<file path="config.mk">
export PLATFORM = sky130hd
export DESIGN_NAME = wb_regfile
export DESIGN_NICKNAME = d
export VERILOG_FILES = /design/src/rtl/mips32_pkg.sv /design/src/rtl/wb_regfile_mux.sv /design/src/rtl/wb_regfile.sv
export SDC_FILE = /design/constraint.sdc
export NUM_CORES = 2
export LEC_CHECK = 0
export ABC_AREA = 1
export CORE_MARGIN = 10
export CORE_UTILIZATION = 35
export DETAILED_ROUTE_END_ITERATION = 10
export SLEW_MARGIN = 20
export SYNTH_ARGS = -nofsm -noshare
export SYNTH_HDL_FRONTEND = slang
export SYNTH_SLANG_ARGS = --single-unit
</file>
<file path="constraint.sdc">
create_clock -name clk -period 1.6 [get_ports clk]
set_clock_uncertainty 0.1 [all_clocks]
set_input_delay 0.24 -clock clk [delete_from_list [all_inputs] [get_ports clk]]
set_output_delay 0.24 -clock clk [all_outputs]
set_load 0.01 [all_outputs]
</file>
<file path="src/rtl/mips32_pkg.sv">
// Shared MIPS32 pipeline constants: write-back select encodings, control bit positions and register ids.
package mips32_pkg;

  localparam int REG_AW = 5;

  localparam logic [1:0] WB_SEL_ALU  = 2'b00;
  localparam logic [1:0] WB_SEL_MEM  = 2'b01;
  localparam logic [1:0] WB_SEL_LINK = 2'b10;
  localparam logic [1:0] WB_SEL_RSV  = 2'b11;

  localparam int CTL_REGWRITE = 0;

  localparam logic [REG_AW-1:0] REG_ZERO = 5'd0;

  // Decoded MEM/WB control bundle.
  typedef struct packed {
    logic       regWrite;
    logic [1:0] wbSel;
  } wb_ctl_t;

  function automatic wb_ctl_t decodeCtl(input logic [0:2] ctl);
    wb_ctl_t c;
    c.regWrite = ctl[CTL_REGWRITE];
    c.wbSel    = ctl[1:2];
    return c;
  endfunction

endpackage

</file>
<file path="src/rtl/wb_regfile_mux.sv">
// Write-back source selection; the reserved encoding falls back to the ALU result.
module wb_mux
  import mips32_pkg::*;
#(
  parameter int DATA_W   = 32,
  parameter int LINK_OFS = 0
) (
  input  logic [1:0]        wbSel,
  input  logic [DATA_W-1:0] aluResult,
  input  logic [DATA_W-1:0] memData,
  input  logic [DATA_W-1:0] pc,
  output logic [DATA_W-1:0] wbData
);

  always_comb begin
    wbData = aluResult;
    case (wbSel)
      WB_SEL_MEM:  wbData = memData;
      WB_SEL_LINK: wbData = pc + DATA_W'(LINK_OFS);
      default:     wbData = aluResult;
    endcase
  end

endmodule

</file>
<file path="src/rtl/wb_regfile.sv">
// MEM/WB consumer: write-back mux, 32x32 register file, two async read ports.
// Define WB_BYPASS_EN to forward the same-cycle write-back onto matching read ports.
module wb_regfile
  import mips32_pkg::*;
#(
  parameter int DATA_W   = 32,
  parameter int NREG     = 32,
  parameter int LINK_OFS = 0
) (
  input  logic                 clk,
  input  logic                 rst,
  input  logic [0:2]           controlIn,
  input  logic [DATA_W-1:0]    pcIn,
  input  logic [DATA_W-1:0]    memDataIn,
  input  logic [DATA_W-1:0]    aluResultIn,
  input  logic [REG_AW-1:0]    destRegIn,
  input  logic [REG_AW-1:0]    readReg1,
  input  logic [REG_AW-1:0]    readReg2,
  output logic [DATA_W-1:0]    readData1,
  output logic [DATA_W-1:0]    readData2,
  output logic [DATA_W-1:0]    wbDataOut,
  output logic                 wbWriteOut,
  output logic [REG_AW-1:0]    wbDestOut
);

  wb_ctl_t ctl;
  logic [NREG-1:0][DATA_W-1:0] regs;
  logic [REG_AW-1:0] rdAddr [2];
  logic [DATA_W-1:0] rdData [2];

  assign ctl = decodeCtl(controlIn);

  wb_mux #(.DATA_W(DATA_W), .LINK_OFS(LINK_OFS)) u_mux (
    .wbSel     (ctl.wbSel),
    .aluResult (aluResultIn),
    .memData   (memDataIn),
    .pc        (pcIn),
    .wbData    (wbDataOut)
  );

  assign wbWriteOut = ctl.regWrite && (ctl.wbSel != WB_SEL_RSV) && (destRegIn != REG_ZERO);
  assign wbDestOut  = destRegIn;

  // r0 is excluded from wbWriteOut, so it only ever holds its reset value.
  always_ff @(posedge clk) begin
    if (rst)             regs <= '0;
    else if (wbWriteOut) regs[destRegIn] <= wbDataOut;
  end

  assign rdAddr[0] = readReg1;
  assign rdAddr[1] = readReg2;

  for (genvar p = 0; p < 2; p++) begin : g_rd
    logic hit;
`ifdef WB_BYPASS_EN
    assign hit = wbWriteOut && (rdAddr[p] == destRegIn);
`else
    assign hit = 1'b0;
`endif
    // Explicit zero for r0 also covers the pre-reset window when the array is unknown.
    assign rdData[p] = (rst || rdAddr[p] == REG_ZERO) ? '0 :
                       hit                            ? wbDataOut :
                                                        regs[rdAddr[p]];
  end

  assign readData1 = rdData[0];
  assign readData2 = rdData[1];

endmodule

</file>
# [Word-level counts from Yosys, hierarchy flattened]
# Index checks and enable logic that the tools add are counted.
[word_totals] wordCells=57 output_inout_bits=102 input_bits=116 ff_bits=1024
[classes] eq_ne=3 n_lt_le_gt_ge=4 reduce_logical=8 muxes=10
[ops] operator="1024-bit bitwise mux" count=1
[ops] operator="32-bit binary-select mux with 5-bit select" count=2
[ops] operator="32-bit demux with 5-bit select" count=1
[ops] operator="32-bit 2-to-1 mux" count=5
[ops] operator="32-bit one-hot mux with 2 select lines" count=1
[ops] operator="5-bit by 6-bit < comparator with 1-bit output (second input constant)" count=3
[ops] operator="5-bit logical NOT" count=2
[ops] operator="5-bit by 1-bit >= comparator with 1-bit output (second input constant)" count=1
[ops] operator="5-bit nonzero test" count=1
[ops] operator="1-bit logical AND" count=3
[ops] operator="2-bit by 1-bit equality test with 1-bit output (second input constant)" count=1
[ops] operator="2-bit equality test (second input constant)" count=1
[ops] operator="1-bit logical OR" count=2
[ops] operator="2-bit != test (second input constant)" count=1

# [Depth between registers and ports, before layout]
[logic_depth] word_depth=5 depth_mapped=12 depth_no_buf=10

# [Hierarchy]
# A second synthesis with hierarchy kept.
[hier_totals] hier_cells=9189 area_unflattened_um2=56616.8
[modules_own_cells] module="wb_regfile" seq_area_each_um2=20499.7 instances=1 area_per_inst_um2=55738.5 cells_each=8979
[modules_own_cells] module="wb_mux" seq_area_each_um2=0.0 instances=1 area_per_inst_um2=878.3 cells_each=210

# [Worst setup path before layout]
# No wires, ideal clock.
[synth_timing] path_type="input to output" from="input port readReg1[2]" to="output port readData1[25]" slack_ns=-0.237 n_path_buf=2 arrival_time_ns=1.497 cell_stages=11 cell_sequence="buf_2 > nor2_4 > inv_1 > nor2_2 > buf_4 > nand2_1 > nand3_1 > nor2_1 > nand2_1 > nand2_1 > nor2_1"
[synth_between] elab_chain_len=3
[synth_lines] element="from (decl)" line_no="wb_regfile.sv:17" text="input logic [REG_AW-1:0] readReg1,"
[synth_lines] element="32-bit binary-select mux with 5-bit select / 5-bit logical NOT (equally long branches)" line_no="wb_regfile.sv:63, wb_regfile.sv:61"
[synth_lines] element="32-bit 2-to-1 mux (implied by the code) / 1-bit logical OR (equally long branches)" line_no="wb_regfile.sv:63, wb_regfile.sv:61"
[synth_lines] element="32-bit 2-to-1 mux (*)" line_no="wb_regfile.sv:61" text="assign rdData[p] = (rst || rdAddr[p] == REG_ZERO) ? '0 :"
[synth_lines] element="to (decl)" line_no="wb_regfile.sv:19" text="output logic [DATA_W-1:0] readData1,"
# Every way passes the cells marked *; elsewhere a longest branch is shown, timed or not. The select of a mux whose other input is x is not followed.

# [Worst setup path in the final report]
[layout_timing] from="register regs[918] (netlist name)" to="output port readData2[22]"
[layout_between] elab_chain_len=3
[layout_lines] element="from (decl)" line_no="wb_regfile.sv:27" text="logic [NREG-1:0][DATA_W-1:0] regs;"
[layout_lines] element="from (signal, indexed assignment)" line_no="wb_regfile.sv:47" text="else if (wbWriteOut) regs[destRegIn] <= wbDataOut;"
[layout_lines] element="32-bit binary-select mux with 5-bit select" line_no="wb_regfile.sv:63" text="regs[rdAddr[p]];"
[layout_lines] element="32-bit 2-to-1 mux (implied by the code)" line_no="wb_regfile.sv:63"
[layout_lines] element="32-bit 2-to-1 mux" line_no="wb_regfile.sv:61"
[layout_lines] element="to (decl)" line_no="wb_regfile.sv:20" text="output logic [DATA_W-1:0] readData2,"
# No other way between the ends. The select of a mux whose other input is x is not followed.

==> run summary <==
* 63900 — number of global-route vias before repair
* clkbuf_16 — clock root buffer
* 147 — number of rows in the core area
* flip-flop — category of the worst setup path launch point
* 8 — first drt pass iteration count
* 422 µm — overall die width
* 2.22 ns — WP data arrival
* 0 — max-cap check violation count
* 218 — number of top-level pins
* 1.26 ns — required time of the critical path
* 0 — warning count from the yosys run
* reg2out — worst setup path category
* 0.80 ns — Worst-Skew Late Latency
* regs — largest register by flop count
* 56600 µm² — Cell Area, Synth
* 1024 — Largest register FFs
* 3 — Clock H-tree levels
* 161000 µm² — core outline area
* -1.67 ns — post-placement setup slack
* 9525 — Cells after Synth
* 1024 — clock tree sinks
* 32.1% — gr usage total
* nor2_1 — most common library cell in the layout ignoring fill and taps
* in2reg — Tightest Hold Check Type
* nor2_1, nand2_1, o21ai_0 — most used cells in the layout excluding fill and tap cells
* built — clock tree from TritonCTS
* 70900 — overall via count from detail_route
* 160% — part of the cycle the worst path needs
* 0.391 GHz — upper clock frequency limit
* 422 µm — y dimension of the die
* 0 — Hold Vio Cnt, Final
* 9644 — nets in the synthesized netlist
* 5.95 µm² — Avg Cell Area, Syn
* 0.0326 µW — static leakage
* 2.56 ns — clock period minus worst slack
* complete, but fails checks — run status
* 15 — antenna violations before repair
* primary output — endpoint kind of the worst setup timing path
* 68200 µW — total power draw
* 0 — final count of pins violating max slew
* 116 — CTS Buf Count
* 0 — DRC viols
* 1.07 ns — actual transition at the worst max-transition pin
* 2 — Worst Path Max Fanout
* 5.68 — via-per-instance ratio
* 153 — largest net degree at the start of global routing
* 36.2% — post-synthesis sequential area ratio
* 10300 — Initial DRC Count
* 10400 — fin nets
* 840 nW/µm² — power density cells
* 0.06 ns — clock transition time at the flip-flop clock pins of the worst setup and hold paths
* 961 µV — Peak VDD IR
* dfxtp_1 — Synth Flop Type
* 26.4% — fraction of final layout cells with drive strength greater than 1
* 28.9% — worst slew margin relative to its limit
* 0% — async set-reset flop share out of synthesis
* 688 — Finish-stage setup viols
* 178000 µm² — area of the die
* -0.957 ns — Final WS setup
* 324000 µm — final wirelength
* 210000 µm — placed wire-length estimate
* 3 — clk buf depth
* regs x1024 — largest registers ranked by flip-flop count
* true — RSZ-0062 raised after global routing
* 26 — number of library cell types mapped by synthesis
* 1.02 — Routability Congestion
* 43.3% — synth-to-layout area growth
* 0 — GRT overflow
* 1024 — number of synthesized register bits
* 0 — number of flops mapped to enable cells by yosys
* 0 — post-route ant nets
* 435000 µm — first-pass GRT wire length
* 25.9 µm — WL/cell
* 35.2% — initial core utilization
* 217 — input/output buffers
* 0.0457 ns — minimum hold slack
* setup timing — failing checks
## per-layer routing
layer,vias up,global-route usage [%],wire length (µm)
li1,32000,-,-
met1,32800,40.2,118000
met2,4897,47.5,133000
met3,1210,9.89,43400
met4,8,20.9,29100
met5,-,0,349
## path summary, 6_finish.rpt
| kind | from | end | slack [ns] | depth (start not counted) |
|---|---|---|---|---|
| min reg2reg | regs[18] | regs[18] | 0.34 | 2 |
| max reg2reg | regs[391] | regs[391] | 0.58 | 5 |
| max | regs[918] | readData2[22] | -0.96 | 7 |
| min | rst | regs[340] | 0.05 | 6 |
## kinds of logic (layout without fill, tap and decap cells)
family	after synthesis	after routing	share of synthesized area [%]
simple gates	5331	5331	37.0
compound gates	1991	1991	18.3
buf+inv	1176	1977	8.47
flops	1024	1024	36.2
fa+ha+maj	3	3	0.0663
other cells	0	10	0
## synth_stat cells, drive strengths merged, types with 3 or more instances
master     n  share of area, %
nor2    2368                16
nand2   2302                15
o21ai   1353                12
dfxtp   1024                36
nand3    642               5.7
clkbuf   509               3.4
a21oi    488               4.3
inv      344               2.3
buf      322               2.8
o211ai   104               1.4
a22o      31              0.48
or2       18              0.20
o22ai     14              0.15
ha         3             0.066
## power by group
group	internal [µW]	switching, µW	leakage [µW]
clock network	16100	12200	0.00196
logic	4890	9030	0.0222
registers	25700	171	0.00844
total	46800	21400	0.0326
## stage by stage
| step | instance area, µm² | instances | setup TNS [ns] | util, % |
|---|---|---|---|---|
| 2_1_floorplan | 57600 | 9525 | -1.93 | - |
| 3_3_place_gp | 69800 | 12200 | -1238.24 | 43.4 |
| 3_5_place_dp | 69800 | 12200 | -1237.84 | 43.4 |
| 4_1_cts | 76900 | 12400 | -160.24 | 47.9 |
| 5_1_grt | 81100 | 12500 | -135.75 | 50.5 |
| 6_report | 81100 | 12500 | -97.56 | 50.5 |
## area by class of cell
type	count	area [µm²]
Fill cell	15800	79600
Sequential cell	1024	20900
Clock inverter	32	380
Timing Repair Buffer	1418	16200
Clock buffer	179	3550
Tap cell	2160	2700
Inverter	345	1570
Timing Repair inverter	3	31.3
Antenna cell	10	25.0
Multi-Input combinational cell	7325	35700
## worst max-delay path, stage by stage, from the launching register on
cell,delay [ns]
dfxtp_2,0.33
inv_2,0.04
o21ai_0,0.16
nand3_1,0.18
nand2_2,0.19
nand3_4,0.14
a21oi_4,0.23
buf_6,0.14
## what timing repair did
action / CTS / global route
endpoints found under the hold margin: 50 / 0
endpoints found under the setup margin: 1094 / 991
pin swaps: 449 / 373
cloned: 3 / 56
hold buffers: 2 / 0
setup buffers: 51 / 54
gates resized for setup: 1463 / 990
(Power assumes the default switching activity.)
